[src/rtl/sm_alu_pkg.sv]
// Shared types and constants for the bit-serial sign-magnitude add/subtract unit.
package sm_alu_pkg;

    // Operation sequencer states
    typedef enum logic [1:0] {
        IDLE = 2'd0,
        CMP  = 2'd1,
        CALC = 2'd2,
        DONE = 2'd3
    } state_e;

    // Encoding of the op input
    localparam logic OP_ADD = 1'b0;
    localparam logic OP_SUB = 1'b1;

    // Width of the bit counter that walks 0..mag_w-1 (at least one bit)
    function automatic int cnt_width(input int mag_w);
        return (mag_w > 1) ? $clog2(mag_w) : 1;
    endfunction

endpackage

[src/rtl/sm_serial_bit.sv]
// One-bit full adder / full subtractor used by the serial datapath.
// mode_i = 0: sum_o = m + s + cb_i, cb_o = carry out.
// mode_i = 1: sum_o = m - s - cb_i, cb_o = borrow out.
module sm_serial_bit (
    input  logic m_i,
    input  logic s_i,
    input  logic cb_i,
    input  logic mode_i,
    output logic sum_o,
    output logic cb_o
);

    // Sum/difference bit is identical for add and subtract; only the carry/borrow differs
    always_comb begin
        sum_o = m_i ^ s_i ^ cb_i;
        if (mode_i) begin
            cb_o = (~m_i & (s_i | cb_i)) | (s_i & cb_i);
        end else begin
            cb_o = (m_i & s_i) | (m_i & cb_i) | (s_i & cb_i);
        end
    end

endmodule

[src/rtl/sm_serial_alu.sv]
// Bit-serial sign-magnitude add/subtract unit with valid/ready handshakes.
// The larger magnitude is always routed to the minuend in CMP, so the
// serial subtraction never ends with a borrow and the sign is fixed up front.
module sm_serial_alu
    import sm_alu_pkg::*;
#(
    parameter int MAG_W = 4
) (
    input  logic             clk,
    input  logic             rst_n,
    input  logic             in_valid,
    output logic             in_ready,
    input  logic             op,
    input  logic             a_sign,
    input  logic             b_sign,
    input  logic [MAG_W-1:0] a_mag,
    input  logic [MAG_W-1:0] b_mag,
    output logic             out_valid,
    input  logic             out_ready,
    output logic             res_sign,
    output logic [MAG_W-1:0] res_mag,
    output logic             overflow,
    output logic             zero_flag
);

    localparam int CW = cnt_width(MAG_W);

    state_e             state_q, state_d;
    logic [MAG_W-1:0]   min_sr_q;      // minuend / first addend, shifts right
    logic [MAG_W-1:0]   sub_sr_q;      // subtrahend / second addend, shifts right
    logic [MAG_W-1:0]   res_sr_q;      // result bits enter at the MSB
    logic [MAG_W-1:0]   res_sr_d;
    logic               a_sign_q;
    logic               eb_q;          // effective sign of B after applying op
    logic               mode_q;        // 1 = magnitudes are subtracted
    logic               sign_q;        // provisional result sign chosen in CMP
    logic               carry_q;
    logic [CW-1:0]      cnt_q;
    logic               res_sign_q;
    logic [MAG_W-1:0]   res_mag_q;
    logic               overflow_q;
    logic               zero_q;

    logic               accept_s;
    logic               last_bit_s;
    logic               a_ge_b_s;
    logic               sum_s;
    logic               cb_s;
    logic               ovf_s;
    logic               res_zero_s;

    assign accept_s   = (state_q == IDLE) && in_valid;
    assign last_bit_s = (state_q == CALC) && (cnt_q == CW'(MAG_W - 1));
    assign a_ge_b_s   = (min_sr_q >= sub_sr_q);

    sm_serial_bit u_bit (
        .m_i    (min_sr_q[0]),
        .s_i    (sub_sr_q[0]),
        .cb_i   (carry_q),
        .mode_i (mode_q),
        .sum_o  (sum_s),
        .cb_o   (cb_s)
    );

    // Result shift-in and final flag derivation for the bit being produced
    always_comb begin
        res_sr_d   = {sum_s, res_sr_q[MAG_W-1:1]};
        ovf_s      = ~mode_q & cb_s;
        res_zero_s = (res_sr_d == {MAG_W{1'b0}});
    end

    // State register
    always_ff @(posedge clk or negedge rst_n) begin
        if (!rst_n) begin
            state_q <= IDLE;
        end else begin
            state_q <= state_d;
        end
    end

    // Next-state logic
    always_comb begin
        state_d = state_q;
        case (state_q)
            IDLE: begin
                if (in_valid) begin
                    state_d = CMP;
                end else begin
                    state_d = IDLE;
                end
            end
            CMP: begin
                state_d = CALC;
            end
            CALC: begin
                if (cnt_q == CW'(MAG_W - 1)) begin
                    state_d = DONE;
                end else begin
                    state_d = CALC;
                end
            end
            DONE: begin
                if (out_ready) begin
                    state_d = IDLE;
                end else begin
                    state_d = DONE;
                end
            end
            default: begin
                state_d = IDLE;
            end
        endcase
    end

    // Handshake outputs decoded from the state register
    always_comb begin
        in_ready  = 1'b0;
        out_valid = 1'b0;
        case (state_q)
            IDLE:    in_ready  = 1'b1;
            DONE:    out_valid = 1'b1;
            default: begin
                in_ready  = 1'b0;
                out_valid = 1'b0;
            end
        endcase
    end

    // Operand capture, swap, serial shifting, carry/borrow and bit counter
    always_ff @(posedge clk or negedge rst_n) begin
        if (!rst_n) begin
            min_sr_q <= {MAG_W{1'b0}};
            sub_sr_q <= {MAG_W{1'b0}};
            res_sr_q <= {MAG_W{1'b0}};
            a_sign_q <= 1'b0;
            eb_q     <= 1'b0;
            mode_q   <= 1'b0;
            sign_q   <= 1'b0;
            carry_q  <= 1'b0;
            cnt_q    <= CW'(0);
        end else begin
            case (state_q)
                IDLE: begin
                    if (accept_s) begin
                        min_sr_q <= a_mag;
                        sub_sr_q <= b_mag;
                        a_sign_q <= a_sign;
                        eb_q     <= b_sign ^ (op == OP_SUB);
                    end
                end
                CMP: begin
                    // Larger magnitude becomes the minuend so the difference is non-negative
                    if (!a_ge_b_s) begin
                        min_sr_q <= sub_sr_q;
                        sub_sr_q <= min_sr_q;
                    end
                    mode_q  <= (a_sign_q != eb_q);
                    if ((a_sign_q != eb_q) && !a_ge_b_s) begin
                        sign_q <= eb_q;
                    end else begin
                        sign_q <= a_sign_q;
                    end
                    carry_q <= 1'b0;
                    cnt_q   <= CW'(0);
                end
                CALC: begin
                    min_sr_q <= {1'b0, min_sr_q[MAG_W-1:1]};
                    sub_sr_q <= {1'b0, sub_sr_q[MAG_W-1:1]};
                    res_sr_q <= res_sr_d;
                    carry_q  <= cb_s;
                    if (!last_bit_s) begin
                        cnt_q <= cnt_q + CW'(1);
                    end
                end
                default: begin
                    carry_q <= carry_q;
                end
            endcase
        end
    end

    // Result and flag registers, loaded once when the last bit is produced
    always_ff @(posedge clk or negedge rst_n) begin
        if (!rst_n) begin
            res_sign_q <= 1'b0;
            res_mag_q  <= {MAG_W{1'b0}};
            overflow_q <= 1'b0;
            zero_q     <= 1'b0;
        end else if (last_bit_s) begin
            res_mag_q  <= res_sr_d;
            overflow_q <= ovf_s;
            zero_q     <= res_zero_s;
            // A true zero is always +0; a wrapped-to-zero overflow keeps the operand sign
            res_sign_q <= sign_q & ~(res_zero_s & ~ovf_s);
        end
    end

    assign res_sign  = res_sign_q;
    assign res_mag   = res_mag_q;
    assign overflow  = overflow_q;
    assign zero_flag = zero_q;

endmodule
[config.mk]
export PLATFORM = sky130hd
export DESIGN_NAME = sm_serial_alu
export DESIGN_NICKNAME = d
export VERILOG_FILES = /design/src/rtl/sm_alu_pkg.sv /design/src/rtl/sm_serial_bit.sv /design/src/rtl/sm_serial_alu.sv
export SDC_FILE = /design/constraint.sdc
export NUM_CORES = 1
export LEC_CHECK = 0
export BUFFER_PORTS_ARGS = -buffer_cell sky130_fd_sc_hd__buf_4
export CAP_MARGIN = 5
export CORE_MARGIN = 2
export CORE_UTILIZATION = 62
export CTS_BUF_LIST = sky130_fd_sc_hd__clkbuf_8
export CTS_CLUSTER_SIZE = 24
export DETAILED_ROUTE_END_ITERATION = 7
export PLACE_DENSITY = 0.85
export SYNTH_ARGS = -nofsm -noshare
export SYNTH_HDL_FRONTEND = slang
export SYNTH_SLANG_ARGS = --single-unit
export TNS_END_PERCENT = 1
[constraint.sdc]
create_clock -name clk -period 3.73 [get_ports clk]
set_input_delay 0.373 -clock clk [delete_from_list [all_inputs] [get_ports clk]]
set_output_delay 0.373 -clock clk [all_outputs]
set_load 0.05 [all_outputs]
==> results.txt, run 1 <==
The worst register-to-register path has a setup slack of 1.41 ns. Routability-driven placement finished with a final weighted congestion of 0.8419. At the placement stage, the worst setup path has a slack of 1.474 ns. The largest area contributor in the synthesized netlist was sky130_fd_sc_hd__dfrtp_1. Counting buffers and inverters, the worst setup path is 5 cells deep.

Counting every net in the synthesized netlist gives 162. The run gives 0 as the initial antenna violation count. Ranked by instance count, the synthesized netlist is headed by 27 x sky130_fd_sc_hd__dfrtp_1, 14 x sky130_fd_sc_hd__mux2_2, 12 x sky130_fd_sc_hd__o21ai_0.

The clock-pin slew on the worst setup and hold paths is 0.09 ns, and the highest cell delay on the worst timing path is 0.55 ns. In this run the tightest slew margin relative to its limit is 59.98%. Buffers placed on the I/O ports in this run total 23. The number of flops mapped to enable cells by yosys is 0, and the endpoint arrival time on the critical path is 2.48 ns.

sky130_fd_sc_hd__dfrtp_1 is the most common cell in the netlist. For the worst setup path, the data required time is 3.89 ns. The repair_antennas step left the layout with diodes totalling 0.

The worst register-to-register path begins at state_q[0]. TritonCTS built the clock tree. The number of buffer and inverter stages on the critical path came out at 1. The post-DP HPWL is 2135 um.

For the post-detailed-routing wire length, the log shows 2882 um. After detailed routing, the number of remaining DRC violations is 0. The floorplan has 17 rows.

The launch point of the worst path is state_q[0]. Of all nets on the critical path, the largest fanout is 17. The maximum resistive drop on vdd was 0.6136 mV. The total area inside the core boundary comes to 2212 um^2.

The via count is 1100. Register bit count reported by yosys: 27. The cell count after synthesis came out at 137. The pin slew with the least headroom to its limit works out to 0.6004 ns.

The number of clock buffers added by TritonCTS is 3. Fraction of post-synthesis cell area in the top cell type by area: 46.79%. Setup slack closes at 1.413 ns. The max-slew violation total from the final report was 0. The total power of the final layout was 0.001717 W.

STA classifies the critical path startpoint as a flip-flop. Power spread over the standard cell area amounts to 1024 nW/um^2. For the post-route worst hold slack, the log shows -0.007057 ns.

The logs give 1444 um^2 for the cell area after synthesis and 0 for the total number of yosys warnings. Timing would allow up to 431.6 MHz. The number of hold-slack violations in the final timing report was 11.

The x dimension of the die came out at 52.26 um. The first global-routing pass estimated 4995 um of wire. Setup repair after global routing left no endpoint under its margin. The number of buffers added to fix hold violations after cts came out at 0. Main flop type after synthesis: sky130_fd_sc_hd__dfrtp_1.

The post-place instance area is 1628 um^2, and the maximum level of the CTS H-tree is 1. Compared with the post-synthesis result, the final layout area differs by 16.12%. In this run the critical register-to-register path is captured at min_sr_q[2].

Once the floorplan was initialized, standard cells occupied 65.27% of the core. The number of cell instances on the worst register-to-register path works out to 5. The worst setup path is captured at a flip-flop. The capture point of the worst path is min_sr_q[2]. The pin count of the biggest net entering global routing is 28. The share of post-route cells with drive strength above 1 is 27.22%. Clock period minus final worst setup slack: 2.317 ns. The period utilization works out to 62.12%.

The run gives 2 as the maximum root-to-sink buffer count. The root buffer cell chosen for the clock tree is sky130_fd_sc_hd__clkbuf_8. The worst clock skew was 0.004641 ns; the number of clock sinks was 27. In this run the worst hold path is classified as input pin to asynchronous set/reset pin. The critical path is of the flip-flop to flip-flop type. In the final routed layout, each cell accounts on average for 15.49 um.

The leakage component of the power came out at 0.7880 nW. For the final routed database, the setup TNS stands at 0 ns. After clock tree synthesis, the repair step resized 0 gates.

Sequential cells were found to cover 46.79% of the synthesized design area. For this design the top-level I/O count stands at 24. The total overflow left after global routing is 0.

The largest individual stage delay along the critical path comes from the cell sky130_fd_sc_hd__ha_1. The total of endpoints with negative setup slack in the final report is 0. The critical path goes through inv_1 -> ha_1 -> nor3_1 -> a211oi_4 -> mux2_2. Once layout is done, the placed cells without fillers occupy 1677 um^2. The run finished, with violations left. The first-pass iteration count of the detailed router is 4, and the post-CTS setup buffer count is 0. By area the synthesized netlist is led by sky130_fd_sc_hd__dfrtp_1 47%, sky130_fd_sc_hd__mux2_2 11%, sky130_fd_sc_hd__ha_1 8.7%.

The logs give 1033 for the number of global-route vias before repair and 15 for the DRC violation total after the first TritonRoute iteration. The final reports fail on negative hold slack. For this run, the total global-route usage over all layers was measured as 25.50%. The number of different library cells used by synthesis comes to 27. The floorplan step set the die height to 52.26 um. The die covers 2731 um^2.

Counting flops with an async set or reset pin after synthesis yields a share of 100.0%. At the end of the flow, the number of nets in the layout was 184. The logs give 0.28 ns for the clock latency at the later pin of the worst-skew pair and 0 for the total of max-cap violations. The via-per-instance ratio came out at 5.914. The remaining number of nets flagged by the antenna check after routing came out at 0. The cell class contributing the biggest share of worst-path delay is adder cells. Each instance of the synthesized netlist takes up on average 10.54 um^2.
[flip-flops by register name (all words and copies together), names as in the netlist]
| register | flops |
|---|---|
| res_sr_q | 3 |
| mode_q | 1 |
| sign_q | 1 |
| eb_q | 1 |
| res_mag | 4 |
| zero_flag | 1 |
| overflow | 1 |
| res_sign | 1 |
| cnt_q | 2 |
| sub_sr_q | 4 |
| min_sr_q | 4 |
| state_q | 2 |
| a_sign_q | 1 |
| carry_q | 1 |
[layout make-up]
type / count / area, um^2
clock buffer: 3 / 41.29
clock inverter: 1 / 7.507
fill: 160 / 535.5
inverter: 9 / 33.78
multi-input combinational: 95 / 710.7
sequential: 27 / 675.6
tap: 28 / 35.03
timing repair buffer: 23 / 172.7
[how the worst min path moves through the flow]
stage                     startpoint     endpoint  slack, ns
after floorplan                rst_n     a_sign_q       0.08
after global placement         rst_n  min_sr_q[2]       0.30
after detailed placement       rst_n  sub_sr_q[2]       0.30
after CTS                      rst_n     cnt_q[0]      0.001
after global routing           rst_n   state_q[0]       0.02
final                          rst_n  sub_sr_q[3]     -0.007
[cell usage in the layout (no fill, tap or decap), drive strengths merged, types with 3 or more instances in the layout]
cell     n
ha      10
buf     23
dfrtp   27
a21oi    9
clkbuf   3
a22oi    6
o21ai   13
mux2    14
inv      9
nor2    10
nand2   10
nor2b    3
mux2i    5
xnor2    4
[report_power, final]
group          total, W  internal, W  leakage, nW  switching [W]
clock network  0.000170    0.0000760       0.0217      0.0000935
logic          0.000987     0.000417        0.428       0.000570
registers      0.000561     0.000435        0.338       0.000126
[per-stage QoR]
stage	utilization, %	std cells
after floorplan	-	137
after global placement	73.59	182
after detailed placement	73.59	182
after CTS	75.79	186
after global routing	75.79	186
final	75.79	186
[metal layers]
| layer | track usage, % | vias up | routed length, um |
|---|---|---|---|
| met3 | 2.857 | 7 | 106 |
| met4 | 11.11 | 0 | 58 |
| li1 | - | 520 | - |
| met5 | 0 | - | 0 |
| met1 | 34.77 | 532 | 1227 |
| met2 | 41.14 | 41 | 1489 |
[cell families after synthesis]
| group | count (synthesis) | share of synthesized area (%) |
|---|---|---|
| fa+ha+maj | 10 | 8.666 |
| mux | 19 | 14.38 |
| xor+xnor | 4 | 2.426 |
| compound gates | 34 | 14.73 |
| buf+inv | 15 | 3.985 |
| flops | 27 | 46.79 |
| simple gates | 28 | 9.012 |
No activity file was read; power rests on OpenSTA's default activity.
==> run 2: changes to the inputs <==
Settings changed: ABC_AREA set to 1, CORE_UTILIZATION 62 to 58, PLACE_DENSITY 0.85 to 0.8.
Clock period 3.73 ns to 2.31 ns, I/O delays scaled along.
==> results.txt, run 2 <==
On the worst path, the slowest cell contributes a delay of 0.43 ns. For the post-CTS setup buffer count, the log shows 0. The cell area power density was 1494 nW/um^2; the remaining global-route overflow was 0. The tools report the critical register-to-register path endpoint as min_sr_q[1].

The tools report the cell area after synthesis as 1488 um^2. Most prevalent standard cell on the critical path: sky130_fd_sc_hd__nand2_1. Among all cell types in the netlist, the one instantiated most often is sky130_fd_sc_hd__nand2_1.

After synthesis, the netlist uses 23 different library cells. The capture point of the worst path was min_sr_q[1]. Register bit count reported by yosys: 27.

The critical path goes through inv_1 -> ha_1 -> inv_2 -> a31oi_4 -> nand2_4 -> nand2_1 -> nand2_1. The full die area is 2986 um^2, and the total of buffers placed on input and output ports is 23. The cell class contributing the biggest share of worst-path delay is flip-flops. The slowest library cell on the worst path is sky130_fd_sc_hd__dfrtp_1. Global routing used 25.43% of the available tracks across all layers. TritonCTS built the clock tree. Summing the areas of all and, or, nand and nor instances in the mapped netlist gives 23.80% of the synthesized area. In this run the standard cell core region covers 2455 um^2. The period utilization was 73.86%; the final weighted congestion in routability-driven placement was 0.8246. After synthesis, the share of flip-flops with an asynchronous set or reset is 100.0%. For this run, the leading register cell type out of synthesis is sky130_fd_sc_hd__dfrtp_1. The clock period minus final worst setup slack was 1.706 ns; the share of total power in sequential cells was 31.8%. STA classifies the critical path startpoint as a flip-flop. The initial antenna violation count is 0, and the cell depth of the worst setup path is 7. The internal portion of the total power is 0.001297 W. The proportion of total power due to net switching came out at 50.22%. The share of synthesized area spent on multiplexers works out to 0%. The min-delay analysis places its worst path in the category input pin to flip-flop.

The tools report the maximum root-to-sink buffer count as 2. Data on the critical path is required at its endpoint by 2.48 ns. The first global-routing pass estimated 5430 um of wire. sky130_fd_sc_hd__dfrtp_1 takes more of the synthesized area than any other cell.

Number of buffer and inverter stages on the critical path: 2. Max-slew violation total from the final report: 0. The average cell area after synthesis came out at 8.129 um^2. The x dimension of the die is 54.65 um.

Across all hold checks on the routed design, the worst slack comes to 0.2128 ns. Total negative slack: 0 ns. The worst register-to-register path has a setup slack of 0.60 ns. The cell sitting at the root of the clock tree is a sky130_fd_sc_hd__clkbuf_8. Clock latency on the worst-skew pair, taken at its later pin, is 0.27 ns.

After clock tree synthesis, the clock-pin slew on the worst setup and hold paths is 0.09 ns. The analysis attributes to cell leakage a power of 0.9292 nW. Setup violations remaining at the end of the flow were counted as 0.

The tools report the worst clock skew as 0.003543 ns. In the final routed layout, each cell accounts on average for 13.30 um. After detailed routing, the number of vias per cell comes to 5.372.

The layout has 204 filler cells. The maximum level of the CTS H-tree is 1. The number of flops mapped to enable cells by yosys was 0; the compound-gate portion of the synthesized area was 13.62%.

The worst setup path is captured at a flip-flop. The tools report the DRC violation total after the first TritonRoute iteration as 32. The adder-cell area share of the yosys netlist was 8.410%.

Synthesis handed over a netlist of 183 instances. The die is 54.65 um tall. Of the post-synthesis cell area, the dominant cell type holds 45.42%. The clock drives 27 sinks. In this run the power spent charging and discharging nets is 0.001308 W. IR analysis of the VDD net gives a maximum drop of 0.9658 mV. The logs give 57.9% for the proportion of power drawn by combinational gates and 0 for the detailed-route DRC error count. Headroom to the max-slew limit came out at 71.20%. After legalization and detailed placement, the total HPWL measured 2363 um. Initial core utilization: 60.60%.

Cells with a size suffix above 1 make up 15.79% of the layout. In the layout the commonest cells are 66 x sky130_fd_sc_hd__nand2_1, 27 x sky130_fd_sc_hd__dfrtp_1, 23 x sky130_fd_sc_hd__buf_4, 22 x sky130_fd_sc_hd__inv_1, 15 x sky130_fd_sc_hd__o21ai_0. The area added between synthesis and finish came out at 17.24%. After synthesis, the most frequently instantiated cells are 66 x sky130_fd_sc_hd__nand2_1, 27 x sky130_fd_sc_hd__dfrtp_1, 22 x sky130_fd_sc_hd__inv_1. Cells fill 71.05% of the core in the end.

The number of gates resized after CTS was 0. The run finished with clean final reports. Setup repair after global routing left no endpoint under its margin. Post-synthesis sequential area ratio: 45.42%.

In the post-synthesis netlist, the biggest area contributors are sky130_fd_sc_hd__dfrtp_1 45%, sky130_fd_sc_hd__nand2_1 17%, sky130_fd_sc_hd__ha_1 8.4%. In this run, CTS created clock tree buffers numbering 3. Count of antenna diodes in the layout: 0. The startpoint identified for the worst register-to-register timing path is state_q[0]. Including well taps, the total number of placed cells is 234. Of all nets on the critical path, the largest fanout is 9. The library cell used most frequently in the layout, excluding fill and tap cells, is sky130_fd_sc_hd__nand2_1. The logs give 0 for the number of hold-slack violations in the final timing report and 0 for the total number of yosys warnings. For this design the top-level I/O count stands at 24. The remaining number of nets flagged by the antenna check after routing was 0; the via count was 1284. The worst register-to-register path has a depth of 7.

For the post-detailed-routing wire length, the log shows 3179 um. The total of max-cap violations came out at 0. The finished layout holds 239 standard cells, fillers aside. The logs give 28 for the pin count of the biggest net entering global routing and 1257 for the number of global-route vias before repair.

Before antenna repair, the detailed router went through 4 iterations. The dominant combinational cell family by area after synthesis is simple AND/OR/NAND/NOR gates. The post-synthesis net count is 208, and the endpoint arrival time on the critical path is 1.87 ns. The xor and xnor fraction of the mapped netlist area is 1.766%, and the number of placement rows is 18. The maximum operating frequency is 586.1 MHz, and the pin slew with the least headroom to its limit is 0.4310 ns. The critical path is of the flip-flop to flip-flop type.

The tools report the number of nets in the layout as 235. The part of the power in the clock network was 10.3%. The launch point of the worst path is state_q[0].
[run 2: cell types whose count changed in the layout (fill, tap and decap cells not counted), moves of 7 or more]
cell	delta
sky130_fd_sc_hd__nand2_1	+56
sky130_fd_sc_hd__mux2_2	-14
sky130_fd_sc_hd__inv_1	+13
sky130_fd_sc_hd__nand3_1	+9
sky130_fd_sc_hd__a21oi_1	-7
[run 2: worst min-delay path, delay by kind of cell]
kind                   cells  cell delay [ns]
AND/OR/NAND/NOR            1             0.03
AO/OA/AOI/OAI              1             0.10
buffers and inverters      1             0.08
[run 2: routing by layer]
| metal | share of wire (%) | global-route usage [%] |
|---|---|---|
| met1 | 46 | 32.99 |
| met2 | 50 | 44.05 |
| met3 | 3.5 | 3.279 |
| met4 | 0.38 | 7.083 |
| met5 | 0 | 0 |
[run 2: metrics by stage]
stage               setup slack [ns]  total power (W)  instance area, um^2
CTS                           0.5961         0.002608                 1744
global placement              0.6330         0.002250                 1688
detailed placement            0.6194         0.002326                 1688
global route                  0.3680         0.002847                 1744
floorplan                     0.4912         0.001937                 1488
finish                        0.6039         0.002605                 1744
[run 2: how the worst min path moves through the flow]
stage | start | to | slack [ns] | depth (start not counted)
floorplan | rst_n | a_sign_q | -0.06 | 0
global placement | rst_n | zero_flag | 0.16 | 1
detailed placement | rst_n | overflow | 0.16 | 1
CTS | a_sign | a_sign_q | 0.22 | 3
global route | a_sign | a_sign_q | 0.24 | 3
finish | a_sign | a_sign_q | 0.21 | 3
[run 2: logic make-up after synthesis]
| logic type | after synthesis |
|---|---|
| flops | 27 |
| compound gates | 31 |
| simple gates | 85 |
| buf+inv | 27 |
| xor+xnor | 3 |
| fa+ha+maj | 10 |
[run 2: cell type report]
class / count / area (um^2) / area share [%]
sequential: 27 / 675.6 / 38.74
inverter: 25 / 93.84 / 5.380
multi-input combinational: 129 / 708.2 / 40.60
clock inverter: 1 / 5.005 / 0.2869
clock buffer: 3 / 41.29 / 2.367
timing repair buffer: 24 / 182.7 / 10.47
tap: 30 / 37.54 / 2.152
[run 2: what timing repair did]
item                       CTS  global route
hold buffers                 1             0
hold endpoints to repair    27             0
setup endpoints to repair    0             0
[run 2: power groups by stage]
stage	logic (W)	registers, W	clock network [W]
global placement	0.00143	0.000820	0
global route	0.00171	0.000847	0.000292
floorplan	0.00102	0.000919	0
finish	0.00151	0.000828	0.000269
CTS	0.00151	0.000825	0.000272
detailed placement	0.00149	0.000833	0
